[src/rtl/div_arbiter_if.sv]
// Handshake bundle between the two requesters, the arbiter and the shared divider.
// The slave modport is the arbiter's view; master is the surrounding clients/divider.
interface div_arbiter_if #(
  parameter int NBIT = 16
);
  logic            req0_valid;
  logic            req0_ready;
  logic [NBIT-1:0] req0_a;
  logic [NBIT-1:0] req0_b;
  logic            req1_valid;
  logic            req1_ready;
  logic [NBIT-1:0] req1_a;
  logic [NBIT-1:0] req1_b;
  logic            rsp0_valid;
  logic            rsp0_ready;
  logic            rsp1_valid;
  logic            rsp1_ready;
  logic [NBIT-1:0] rsp_q;
  logic [NBIT-1:0] rsp_r;
  logic            rsp_err;
  logic            div_start;
  logic [NBIT-1:0] div_a;
  logic [NBIT-1:0] div_b;
  logic            div_done;
  logic [NBIT-1:0] div_q;
  logic [NBIT-1:0] div_r;

  modport slave (
    input  req0_valid, req0_a, req0_b, req1_valid, req1_a, req1_b,
    input  rsp0_ready, rsp1_ready, div_done, div_q, div_r,
    output req0_ready, req1_ready, rsp0_valid, rsp1_valid,
    output rsp_q, rsp_r, rsp_err, div_start, div_a, div_b
  );

  modport master (
    output req0_valid, req0_a, req0_b, req1_valid, req1_a, req1_b,
    output rsp0_ready, rsp1_ready, div_done, div_q, div_r,
    input  req0_ready, req1_ready, rsp0_valid, rsp1_valid,
    input  rsp_q, rsp_r, rsp_err, div_start, div_a, div_b
  );
endinterface

[src/rtl/div_arbiter.sv]
// Round-robin arbiter sharing one sequential divider between two requesters, with watchdog.
// Optional macro DIV_ZERO_CHECK_EN answers b==0 requests directly without using the divider.
module div_arbiter #(
  parameter int NBIT    = 16,
  parameter int TIMEOUT = 64
) (
  input  logic          clk,
  input  logic          reset,
  div_arbiter_if.slave  bus
);

  typedef enum logic [1:0] {IDLE, ISSUE, WAIT, RESP} state_t;

  localparam logic [7:0] TIMER_LAST = 8'(TIMEOUT - 1);

  state_t          r_state;
  state_t          w_next;
  logic            r_owner;
  logic            r_prio;
  logic [NBIT-1:0] r_opA;
  logic [NBIT-1:0] r_opB;
  logic [7:0]      r_timer;
  logic [NBIT-1:0] r_rspQ;
  logic [NBIT-1:0] r_rspR;
  logic            r_rspErr;

  logic            w_winner;
  logic            w_accept;
  logic [NBIT-1:0] w_selA;
  logic [NBIT-1:0] w_selB;
  logic            w_zeroDiv;
  logic            w_ownerReady;
  logic            w_timeout;

  // The priority holder wins if it is asking; otherwise the other side gets the slot.
  always_comb begin
    w_winner = r_prio;
    if (!(r_prio ? bus.req1_valid : bus.req0_valid)) w_winner = ~r_prio;
    w_accept     = (r_state == IDLE) && (bus.req0_valid || bus.req1_valid);
    w_selA       = w_winner ? bus.req1_a : bus.req0_a;
    w_selB       = w_winner ? bus.req1_b : bus.req0_b;
    w_ownerReady = r_owner ? bus.rsp1_ready : bus.rsp0_ready;
    w_timeout    = (r_timer == TIMER_LAST);
`ifdef DIV_ZERO_CHECK_EN
    w_zeroDiv    = (w_selB == '0);
`else
    w_zeroDiv    = 1'b0;
`endif
  end

  always_ff @(posedge clk or posedge reset) begin
    if (reset) r_state <= IDLE;
    else       r_state <= w_next;
  end

  always_comb begin
    w_next         = r_state;
    bus.req0_ready = 1'b0;
    bus.req1_ready = 1'b0;
    bus.rsp0_valid = 1'b0;
    bus.rsp1_valid = 1'b0;
    bus.div_start  = 1'b0;
    case (r_state)
      IDLE: begin
        bus.req0_ready = w_accept && !w_winner;
        bus.req1_ready = w_accept &&  w_winner;
        if (w_accept) w_next = w_zeroDiv ? RESP : ISSUE;
      end
      ISSUE: begin
        bus.div_start = 1'b1;
        w_next        = WAIT;
      end
      WAIT: begin
        if (bus.div_done || w_timeout) w_next = RESP;
      end
      RESP: begin
        bus.rsp0_valid = !r_owner;
        bus.rsp1_valid =  r_owner;
        if (w_ownerReady) w_next = IDLE;
      end
      default: w_next = IDLE;
    endcase
  end

  // Operand capture, watchdog and result registers; results stay frozen through RESP.
  always_ff @(posedge clk or posedge reset) begin
    if (reset) begin
      r_owner  <= 1'b0;
      r_prio   <= 1'b0;
      r_opA    <= '0;
      r_opB    <= '0;
      r_timer  <= '0;
      r_rspQ   <= '0;
      r_rspR   <= '0;
      r_rspErr <= 1'b0;
    end else begin
      case (r_state)
        IDLE: begin
          if (w_accept) begin
            r_opA   <= w_selA;
            r_opB   <= w_selB;
            r_owner <= w_winner;
            if (w_zeroDiv) begin
              r_rspQ   <= '1;
              r_rspR   <= w_selA;
              r_rspErr <= 1'b1;
            end
          end
        end
        ISSUE: r_timer <= '0;
        WAIT: begin
          r_timer <= r_timer + 8'd1;
          if (bus.div_done) begin
            r_rspQ   <= bus.div_q;
            r_rspR   <= bus.div_r;
            r_rspErr <= 1'b0;
          end else if (w_timeout) begin
            r_rspQ   <= '1;
            r_rspR   <= '0;
            r_rspErr <= 1'b1;
          end
        end
        RESP: begin
          if (w_ownerReady) r_prio <= ~r_owner;
        end
        default: ;
      endcase
    end
  end

  assign bus.div_a   = r_opA;
  assign bus.div_b   = r_opB;
  assign bus.rsp_q   = r_rspQ;
  assign bus.rsp_r   = r_rspR;
  assign bus.rsp_err = r_rspErr;

endmodule

[src/flat_wrapper.sv]
// flat-port wrapper written by rule: the top's interface ports become plain ports
module div_arbiter_flat 
#(
  parameter int NBIT    = 16,
  parameter int TIMEOUT = 64
)
  (clk, reset, bus_req0_valid, bus_req0_a, bus_req0_b, bus_req1_valid, bus_req1_a, bus_req1_b, bus_rsp0_ready, bus_rsp1_ready, bus_div_done, bus_div_q, bus_div_r, bus_req0_ready, bus_req1_ready, bus_rsp0_valid, bus_rsp1_valid, bus_rsp_q, bus_rsp_r, bus_rsp_err, bus_div_start, bus_div_a, bus_div_b);
  div_arbiter_if #(.NBIT(NBIT)) bus_i ();
  input  logic clk;
  input  logic reset;
  input wire logic [$bits(bus_i.req0_valid)-1:0] bus_req0_valid;
  input wire logic [$bits(bus_i.req0_a)-1:0] bus_req0_a;
  input wire logic [$bits(bus_i.req0_b)-1:0] bus_req0_b;
  input wire logic [$bits(bus_i.req1_valid)-1:0] bus_req1_valid;
  input wire logic [$bits(bus_i.req1_a)-1:0] bus_req1_a;
  input wire logic [$bits(bus_i.req1_b)-1:0] bus_req1_b;
  input wire logic [$bits(bus_i.rsp0_ready)-1:0] bus_rsp0_ready;
  input wire logic [$bits(bus_i.rsp1_ready)-1:0] bus_rsp1_ready;
  input wire logic [$bits(bus_i.div_done)-1:0] bus_div_done;
  input wire logic [$bits(bus_i.div_q)-1:0] bus_div_q;
  input wire logic [$bits(bus_i.div_r)-1:0] bus_div_r;
  output wire logic [$bits(bus_i.req0_ready)-1:0] bus_req0_ready;
  output wire logic [$bits(bus_i.req1_ready)-1:0] bus_req1_ready;
  output wire logic [$bits(bus_i.rsp0_valid)-1:0] bus_rsp0_valid;
  output wire logic [$bits(bus_i.rsp1_valid)-1:0] bus_rsp1_valid;
  output wire logic [$bits(bus_i.rsp_q)-1:0] bus_rsp_q;
  output wire logic [$bits(bus_i.rsp_r)-1:0] bus_rsp_r;
  output wire logic [$bits(bus_i.rsp_err)-1:0] bus_rsp_err;
  output wire logic [$bits(bus_i.div_start)-1:0] bus_div_start;
  output wire logic [$bits(bus_i.div_a)-1:0] bus_div_a;
  output wire logic [$bits(bus_i.div_b)-1:0] bus_div_b;
  assign bus_i.req0_valid = bus_req0_valid;
  assign bus_i.req0_a = bus_req0_a;
  assign bus_i.req0_b = bus_req0_b;
  assign bus_i.req1_valid = bus_req1_valid;
  assign bus_i.req1_a = bus_req1_a;
  assign bus_i.req1_b = bus_req1_b;
  assign bus_i.rsp0_ready = bus_rsp0_ready;
  assign bus_i.rsp1_ready = bus_rsp1_ready;
  assign bus_i.div_done = bus_div_done;
  assign bus_i.div_q = bus_div_q;
  assign bus_i.div_r = bus_div_r;
  assign bus_req0_ready = bus_i.req0_ready;
  assign bus_req1_ready = bus_i.req1_ready;
  assign bus_rsp0_valid = bus_i.rsp0_valid;
  assign bus_rsp1_valid = bus_i.rsp1_valid;
  assign bus_rsp_q = bus_i.rsp_q;
  assign bus_rsp_r = bus_i.rsp_r;
  assign bus_rsp_err = bus_i.rsp_err;
  assign bus_div_start = bus_i.div_start;
  assign bus_div_a = bus_i.div_a;
  assign bus_div_b = bus_i.div_b;
  div_arbiter #(.NBIT(NBIT), .TIMEOUT(TIMEOUT)) u_core (.clk(clk), .reset(reset), .bus(bus_i));
endmodule
[config.mk]
export PLATFORM = sky130hd
export DESIGN_NAME = div_arbiter_flat
export DESIGN_NICKNAME = d
export VERILOG_FILES = /design/src/rtl/div_arbiter_if.sv /design/src/rtl/div_arbiter.sv /design/src/flat_wrapper.sv
export SDC_FILE = /design/constraint.sdc
export NUM_CORES = 1
export LEC_CHECK = 0
export ABC_AREA = 0
export CAP_MARGIN = 5
export CORE_UTILIZATION = 36
export DETAILED_ROUTE_END_ITERATION = 12
export GPL_TIMING_DRIVEN = 0
export PLACE_DENSITY = 0.76
export SKIP_LAST_GASP = 1
export SYNTH_ARGS = -nofsm -noshare
export SYNTH_HDL_FRONTEND = slang
export SYNTH_SLANG_ARGS = --single-unit
[constraint.sdc]
create_clock -name clk -period 2.55 [get_ports clk]
set_input_delay 0.51 -clock clk [delete_from_list [all_inputs] [get_ports clk]]
set_output_delay 0.51 -clock clk [all_outputs]
set_load 0.02 [all_outputs]
* Word-level counts from Yosys, hierarchy flattened
Index checks and enable logic that the tools add are counted.
** Storage, ports and cells
- Logic and storage cells :: 54
- Input bits :: 103
- Register bits :: 77
** Cells by class
- Equal/unequal tests :: 7
- Bitwise logic cells :: 2
- Add/sub/neg operators :: 1
- Reductions and logical operators :: 14
- Multiplexer cells :: 21
** Operators by type and width (number)
- 16-bit 2-to-1 mux :: 6
- 8-bit one-hot mux with 2 select lines :: 1
- 1-bit 2-to-1 mux :: 10
- 8-bit by 1-bit adder with 8-bit output, second input constant :: 1
- 8-bit by 6-bit == test with 1-bit output, second input constant :: 1
- 2-bit one-hot mux with 4 select lines :: 1
- 2-bit 2-to-1 mux :: 3
- 2-bit by 1-bit inequality test with 1-bit output, second input constant :: 3
- 2-bit AND reduction :: 3
- 2-bit == test, second input constant :: 2
- 2-bit nonzero test :: 2
- 1-bit logical AND :: 3
- 3-bit AND reduction :: 1
- 2-bit by 1-bit == test with 1-bit output, second input constant :: 1
- 1-bit logical NOT :: 2
- 2-bit logical NOT :: 1
- 1-bit logical OR :: 2
- 1-bit NOT :: 2

* Depth between registers and ports, before layout
Gate-level depths: netlist of run 1.
- Depth after elaboration :: 5
- Gate-level depth with buffers :: 7
- Mapped depth without buffers :: 6

* Worst setup path before layout of run 1
OpenSTA, ideal clock, no wires.
- Path type :: register to output
- Start point :: reg u_core.r_state[0]
- End point :: out bus_req0_ready
- Data arrival time :: 1.454 ns
- Path buffers :: 1
- Data required time :: 2.040 ns
- Setup slack :: 0.586 ns
- Stages on the path, launching flop included :: 6
- Cell sequence :: dfrtp_1 inv_1 ha_1 nand2_1 a21oi_1 clkbuf_1
** Between the ends
- Cells in the longest elaborated chain, start to end :: 4
** RTL lines
- start, declared :: RTL line div_arbiter.sv:16 : state_t r_state;
- start signal, assigned :: RTL line div_arbiter.sv:53 : else r_state <= w_next;
- 2-bit logical NOT * :: RTL line div_arbiter.sv:39, div_arbiter.sv:63
- 1-bit logical AND :: RTL line div_arbiter.sv:39 : w_accept = (r_state == IDLE) && (bus.req0_valid || bus.req1_valid);
- 1-bit logical AND :: RTL line div_arbiter.sv:65 : bus.req0_ready = w_accept && !w_winner;
- 1-bit 2-to-1 mux * :: RTL line div_arbiter.sv:63 : case (r_state)
- end, declared :: RTL line flat_wrapper.sv:22 : output wire logic [$bits(bus_i.req0_ready)-1:0] bus_req0_ready;
Mark *: on every way between the ends. The rest lies on a longest branch, timed or not.

* Worst setup path in the final report of run 1
Ends and elaborated chain as after synthesis.

==> metrics.txt, run 1 <==
Die Area 9500 um2; final instance area 5400 um2; Slew Limit Fails 0; leading area contributor after synthesis dfrtp_1; ANT cells 0; clock sink total 77; status finished, final reports clean; H-tree Lvls 3; Syn Inst Count 280; top routing layer used met4; Core Area 8760 um2; port bufs 172; residual DRC count 0; post-layout util 61.6%; number of buffers and inverters on the critical path 3; CTS Buffer Depth 2; ANT nets after route 0; crit path cell chain inv_1, ha_1, nand2_1, a21oi_4, clkbuf_8, clkdlybuf4s15_1; Clock Skew 0.00930 ns; TritonCTS clock tree built; CP arrival 1.88 ns; Fillers 727; Post-synth EDFFs 0; most frequent cell after synthesis dfrtp_1; clk_lat worst skew 0.34 ns; die height 97.4 um; fin cells 576; Final Critical Period 2.39 ns; max_cap viols 0; largest net degree at the start of global routing 40; CP required 2.04 ns; gp weighted congestion 0.791; Post-synth top flop dfrtp_1; post-synthesis async set-or-reset flop share 100%; Starting Density 37.4%; maximum VDD drop 0.481 mV; first-pass GRT wire length 15300 um; top cells by area, synth dfrtp_1, a222oi_1, inv_1; top cells by count, synth dfrtp_1, inv_1, a222oi_1, o21a_1, nand3b_1; Num CTS Buffers 9; Distinct cells, synth 33; Yosys top cell area share 58.8%; final hold viol count 0; Setup-failing EPs final 0; I/O Pins 173; gr usage total 20.1%; met3 WL 764 um; sequential cell area fraction in the yosys report 58.8%; Crit path max-delay family buffers and inverters; Fmax 419 MHz; fin crit share 93.6%; WL met2 4790 um; share of cells above drive strength 1 6.84%; Synthesized Nets 388; Worst Path Max Fanout 10; Nets 573; dpl cells 561; Area Overhead vs Synth 64.6%; TritonRoute pass-1 iters 6; Slew HR 67.1%; worst-margin pin slew 0.493 ns; number of synthesized register bits 77; kind of critical path reg2out; Avg Cell Area, Syn 11.7 um2; hold crit path type reg2reg; clock slew at reported path FFs 0.08 ns; Synthesis Warnings 0; LEAKAGE 2.38 nW; DR iter-0 viols 210; max incr delay on CP 0.41 ns; RSZ-0062 raised after global routing false; hold buffers post-CTS 0; power per cell area 1180 nW/um2; Vias/cell 5.28; Rows 34; area post-placement 5160 um2; Wirelength per Cell 16.4 um; CP endpoint kind primary output; WL final 9420 um; WL met1 3780 um; Cell Area, Synth 3280 um2; initial antenna violation count 0; Max stage delay cell, worst path dfrtp_1; vias 3044; vias in the first global route 3098; Worst setup SP type flip-flop; Root Buffer clkbuf_8; die width 97.4 um; total grt overflow 0; post-detail-place hpwl 7110 um
## metrics by stage
step                      power (mW)  hold WS [ns]  TNS (ns)  setup WS, ns
after global routing            6.78         0.513         0        0.0180
final                           6.37         0.492         0         0.163
after detailed placement        5.42         0.478     -1.26        -0.694
after floorplan                 3.87         0.479         0        0.0733
after CTS                       6.42         0.497         0        0.0285
after global placement          5.32         0.474    -92.88         -1.19
## final timing paths
check	from	end	slack (ns)	depth (start not counted)
worst max register to register	u_core.r_state[0]	u_core.bus.div_a[2]	0.65	6
max in group asynchronous	reset	u_core.bus.div_b[3]	1.42	3
worst min-delay path	u_core.bus.rsp_q[14]	u_core.bus.rsp_q[14]	0.49	1
worst min register to register	u_core.bus.rsp_q[14]	u_core.bus.rsp_q[14]	0.49	1
min in group asynchronous	reset	u_core.bus.rsp_r[8]	0.55	2
worst max-delay path	u_core.r_state[0]	bus_req0_ready	0.16	6
## layout make-up
| cell class | count | area, um2 | share of cell area (%) |
|---|---|---|---|
| Clock buffer | 9 | 124 | 2.29 |
| Inverter | 41 | 156 | 2.90 |
| Multi-Input combinational cell | 142 | 1120 | 20.8 |
| Clock inverter | 5 | 77.6 | 1.44 |
| Timing Repair Buffer | 174 | 1740 | 32.3 |
| Sequential cell | 77 | 1930 | 35.7 |
| Tap cell | 108 | 135 | 2.50 |
| Buffer | 20 | 111 | 2.06 |
## state kept, by name, indices dropped and copies added, names as in the netlist, 2 cells and up
signal            flops
u_core.bus.div_a     16
u_core.bus.div_b     16
u_core.bus.rsp_q     16
u_core.bus.rsp_r     16
u_core.r_timer        8
u_core.r_state        2
## cell families after synthesis
| family | share of synthesized area, % |
|---|---|
| AO/OA/AOI/OAI | 21.4 |
| buffers and inverters | 7.67 |
| AND/OR/NAND/NOR | 8.70 |
| multiplexers | 1.26 |
| XOR/XNOR | 0.267 |
| adder cells (fa/ha/maj) | 1.91 |
| flip-flops | 58.8 |
## per-layer routing
metal	vias to the layer above	track usage (%)
met5	-	0
li1	1404	-
met1	1492	24.7
met3	8	6.12
met2	140	34.1
met4	0	5.88
## layout by cell type, fill, tap and decap left out, types with 2 or more instances in the layout
cell type / count
and2_1: 2
ha_1: 5
clkbuf_1: 10
bufinv_16: 2
a21oi_1: 4
buf_4: 2
nor2b_1: 2
a222oi_1: 32
o21a_1: 17
nand3b_1: 16
nand3_1: 5
a21oi_4: 2
mux2i_1: 3
dfrtp_1: 77
buf_6: 2
a21o_1: 3
clkinv_2: 2
a22o_1: 15
inv_1: 40
clkdlybuf4s50_1: 170
o21ai_0: 7
nor2_1: 2
clkbuf_8: 10
buf_2: 3
buf_1: 2
nand2_1: 13
nor3_1: 3
## power by group
group          internal, mW  total [mW]  leakage [nW]  switching, mW
clock                 0.537       0.964         0.101          0.427
sequential             1.76        2.07         0.939          0.309
combinational          1.66        3.33          1.34           1.68
total                  3.95        6.37          2.38           2.41
## repair_timing
action | 4_1_cts | 5_1_grt
resized for setup | 13 | 1
buffers inserted | 0 | 1
setup endpoints to repair | 2 | 2
(Power assumes the default switching activity.)
==> run 2, diff against run 1 <==
PLACE_DENSITY = 0.79   (was 0.76)
==> run 2 against run 1 <==
  * Clock power fell by 11%
  * Routed wire length about the same
  * Sequential cell count is the same
  * Die area did not move
  * Register-to-register slack better by 0.04 ns
  * Critical path depth is 1 lower
  * Final cell count grew 0.35%
  * Clock-buffer cell count did not move
  * Global-route usage about the same
  * Worst setup slack worse by 0.026 ns
  * Sequential share of layout area grew 0.091 points
  * Clock skew grew 0.010 ns
==> metrics.txt, run 2 (synthesis results as in run 1) <==
hold crit path type reg2reg; min-delay src u_core.bus.rsp_q[12]; kind of critical path in2out; clock sink total 77; worst-margin pin slew 0.481 ns; die height 97.4 um; post-layout util 61.5%; Rows 34; Nets 573; CP arrival 1.90 ns; Vias/cell 5.16; Worst Path Max Fanout 10; Core Area 8760 um2; ANT nets after route 0; Clock Skew 0.0195 ns; residual DRC count 0; RSZ-0062 raised after global routing false; Fmax 414 MHz; clock slew at reported path FFs 0.09 ns; TritonRoute pass-1 iters 5; first-pass GRT wire length 15300 um; Num CTS Buffers 9; RR Startpoint u_core.r_state[0]; CP required 2.04 ns; fin crit share 94.6%; Root Buffer clkbuf_8; Starting Density 37.4%; CP Launch Point bus_req0_valid; commonest non-fill, non-tap cell in the layout clkdlybuf4s50_1; vias in the first global route 3098; met1 Use GR 24.7%; vias 2984; status finished, final reports clean; Top Usage Layer GRT met2; pre-CTS WS -0.710 ns; most frequent cells in the layout clkdlybuf4s50_1, dfrtp_1, inv_1; Slew HR 67.9%; CP endpoint kind primary output; ANT cells 0; final hold viol count 0; worst setup slack after layout 0.137 ns; gr usage total 20.1%; Wirelength per Cell 16.3 um; LEAKAGE 2.38 nW; CTS Buffer Depth 2; WL final 9420 um; port bufs 172; Area Overhead vs Synth 64.2%; power per cell area 1170 nW/um2; initial antenna violation count 0; Tot Pwr 6.28 mW; DR iter-0 viols 197; Final Critical Period 2.41 ns; Setup-failing EPs final 0; Die Area 9500 um2; total grt overflow 0; GR Layer Usage met2 35.2%; share of cells above drive strength 1 7.45%; post-detail-place hpwl 7080 um; TritonCTS clock tree built; largest net degree at the start of global routing 47; H-tree Lvls 3; gp weighted congestion 0.786; maximum VDD drop 0.518 mV; max_cap viols 0; I/O Pins 173; Global Route met3 Usage 4.46%; hold buffers post-CTS 0; clk_lat worst skew 0.35 ns; Worst setup SP type input port; die width 97.4 um; Slew Limit Fails 0
## run 2: cell types whose count changed in the layout (fill, tap and decap cells not counted), sizes merged
| cell | change |
|---|---|
| inv | +4 |
| bufinv | -2 |
| clkdlybuf4s15 | -1 |
| dlygate4sd2 | +1 |
## run 2: report_power, final
| part | internal (mW) | switching, mW | total [mW] |
|---|---|---|---|
| Sequential | 1.76 | 0.314 | 2.07 |
| Clock | 0.367 | 0.491 | 0.859 |
| Combinational | 1.66 | 1.68 | 3.35 |
## run 2: path summary, 6_finish.rpt
check | end | slack, ns | depth (start not counted)
max | bus_req0_ready | 0.14 | 5
min in group asynchronous | u_core.bus.div_a[1] | 0.52 | 2
max reg2reg | u_core.bus.div_b[3] | 0.69 | 8
min | u_core.bus.rsp_q[12] | 0.50 | 1
min reg2reg | u_core.bus.rsp_q[12] | 0.50 | 1
max in group asynchronous | u_core.r_state[0] | 1.47 | 3
## run 2: layout make-up
cell class	instances	area (um2)
Tap cell	108	135
Multi-Input combinational cell	142	1130
Buffer	20	111
Inverter	41	156
Fill cell	717	3380
Clock buffer	9	124
Clock inverter	7	55.1
Timing Repair Buffer	174	1750
Sequential cell	77	1930
## run 2: routing by layer
layer	vias up	part of all wire [%]	wire, um
met4	0	1.3	119
li1	1401	-	-
met5	-	0	0
met2	112	51	4780
met3	12	6.0	568
met1	1459	42	3950
## run 2: metrics by stage
stage / TNS, ns / hold slack [ns] / instance area [um2] / cells
2_1_floorplan: 0 / 0.479 / 3280 / 280
3_3_place_gp: -89.97 / 0.474 / 5140 / 560
3_5_place_dp: -1.24 / 0.479 / 5170 / 561
4_1_cts: 0 / 0.500 / 5390 / 578
5_1_grt: 0 / 0.518 / 5390 / 578
6_report: 0 / 0.498 / 5390 / 578
## run 2: timing repair
item	in CTS	in global routing
endpoints found under the hold margin	0	0
resized for setup	12	2
cloned	0	0
setup endpoints to repair	2	2
setup buffers	1	0
## run 2: worst max-delay path, stage by stage
cell and delay, ns:
clkdlybuf4s50_1 0.59, nand2_1 0.13, a21oi_4 0.15, clkbuf_8 0.19
dlygate4sd2_1 0.34
==> run 3, diff against run 2 <==
MAX_ROUTING_LAYER = met4   (was default)
==> run 3 against run 2 <==
  * Combinational power about the same
  * First-iteration DRC count decreased by 1.5%
  * Worst setup slack better by 0.00088 ns
  * Worst hold slack about the same
==> metrics.txt, run 3 (synthesis results as in run 1) <==
CP arrival 1.90 ns; Worst setup SP type input port; Vias/cell 5.16; CP required 2.04 ns; die height 97.4 um; Core Area 8760 um2; TritonRoute pass-1 iters 7; CP Launch Point bus_req0_valid; WL final 9400 um; gr usage total 20.7%; reg2reg end u_core.bus.div_b[3]; Root Buffer clkbuf_8; RR Startpoint u_core.r_state[0]; total grt overflow 0; TritonCTS clock tree built; RSZ-0062 raised after global routing false; Num CTS Buffers 9; clock sink total 77; first-pass GRT wire length 15300 um; min-delay src u_core.bus.rsp_q[15]; most frequent cells in the layout clkdlybuf4s50_1, dfrtp_1, inv_1; largest net degree at the start of global routing 47; die width 97.4 um; kind of critical path in2out; residual DRC count 0; ANT nets after route 0; maximum VDD drop 0.518 mV; Wirelength per Cell 16.3 um; Nets 573; CP endpoint kind primary output; Final Critical Period 2.41 ns; power per cell area 1170 nW/um2; fin crit share 94.6%; CTS Buffer Depth 2; Setup Total Neg Slack 0 ns; status finished, final reports clean; Rows 34; Slew HR 68.8%; Fmax 415 MHz; DR iter-0 viols 194; clock slew at reported path FFs 0.09 ns; max_cap viols 0; gp weighted congestion 0.797; LEAKAGE 2.38 nW; Area Overhead vs Synth 64.2%; share of cells above drive strength 1 7.45%; clk_lat worst skew 0.35 ns; dpl cells 561; fin cells 578; Hold Path Sink u_core.bus.rsp_q[15]; worst-margin pin slew 0.468 ns; H-tree Lvls 3; final hold viol count 0; vias in the first global route 3094; vias 2982; I/O Pins 173; ANT cells 0; Clock Skew 0.0187 ns; port bufs 172; commonest non-fill, non-tap cell in the layout clkdlybuf4s50_1; reg-to-reg slack, setup 0.69 ns; post-detail-place hpwl 7080 um; r2r worst-path depth 8; post-layout util 61.5%; Setup-failing EPs final 0; hold buffers post-CTS 0; Die Area 9500 um2; Starting Density 37.4%; initial antenna violation count 0; Worst Path Max Fanout 10; cell count of the worst hold path 1; hold crit path type reg2reg; Fillers 717; Slew Limit Fails 0; final hold slack 0.498 ns
run 3: cell counts in the layout (fill, tap and decap cells not counted):
Identical to the previous run, type by type.
run 3: critical path, stage by stage:
cell and delay [ns]:
clkdlybuf4s50_1 0.59, nand2_1 0.13, a21oi_4 0.15, clkbuf_8 0.19, dlygate4sd2_1 0.33
run 3: area by class of cell:
| type | count | area, um2 | share of cell area [%] |
|---|---|---|---|
| inverter | 41 | 156 | 2.90 |
| timing repair buffer | 174 | 1750 | 32.5 |
| sequential | 77 | 1930 | 35.8 |
| tap | 108 | 135 | 2.51 |
| clock inverter | 7 | 55.1 | 1.02 |
| buffer | 20 | 111 | 2.07 |
| multi-input combinational | 142 | 1130 | 20.9 |
| clock buffer | 9 | 124 | 2.30 |
run 3: through the flow:
stage	power (mW)	worst slack [ns]	cell area (um2)
after floorplan	3.87	0.0733	3280
after global placement	5.32	-1.16	5140
after detailed placement	5.43	-0.710	5170
after CTS	6.33	0.0163	5390
after global routing	6.67	0.0449	5390
final	6.28	0.138	5390
run 3: how the worst max path moves through the flow:
stage	to	slack (ns)	cells after the start
2_1_floorplan	u_core.bus.div_a[0]	0.07	1
3_3_place_gp	u_core.bus.rsp_q[8]	-1.16	2
3_5_place_dp	bus_req0_ready	-0.71	5
4_1_cts	bus_req1_ready	0.02	6
5_1_grt	bus_req0_ready	0.04	6
6_report	bus_req0_ready	0.14	5
run 3: timing repair:
item                                    4_1_cts  5_1_grt
gates resized for setup                      12        2
cloned                                        0        0
buffers inserted                              1        0
endpoints found under the setup margin        2        2
pin swaps                                     0        0
run 3: per-layer routing:
| layer | vias up | part of all wire (%) | track usage [%] |
|---|---|---|---|
| met3 | 14 | 6.5 | 4.46 |
| met1 | 1445 | 41 | 24.9 |
| li1 | 1403 | - | - |
| met5 | - | 0 | - |
| met4 | 0 | 1.5 | 6.11 |
| met2 | 120 | 51 | 35.1 |
run 3: report_power, final:
part / leakage (nW) / switching [mW] / internal (mW)
logic: 1.35 / 1.68 / 1.66
clock network: 0.0923 / 0.491 / 0.367
registers: 0.939 / 0.313 / 1.76
total: 2.38 / 2.49 / 3.79
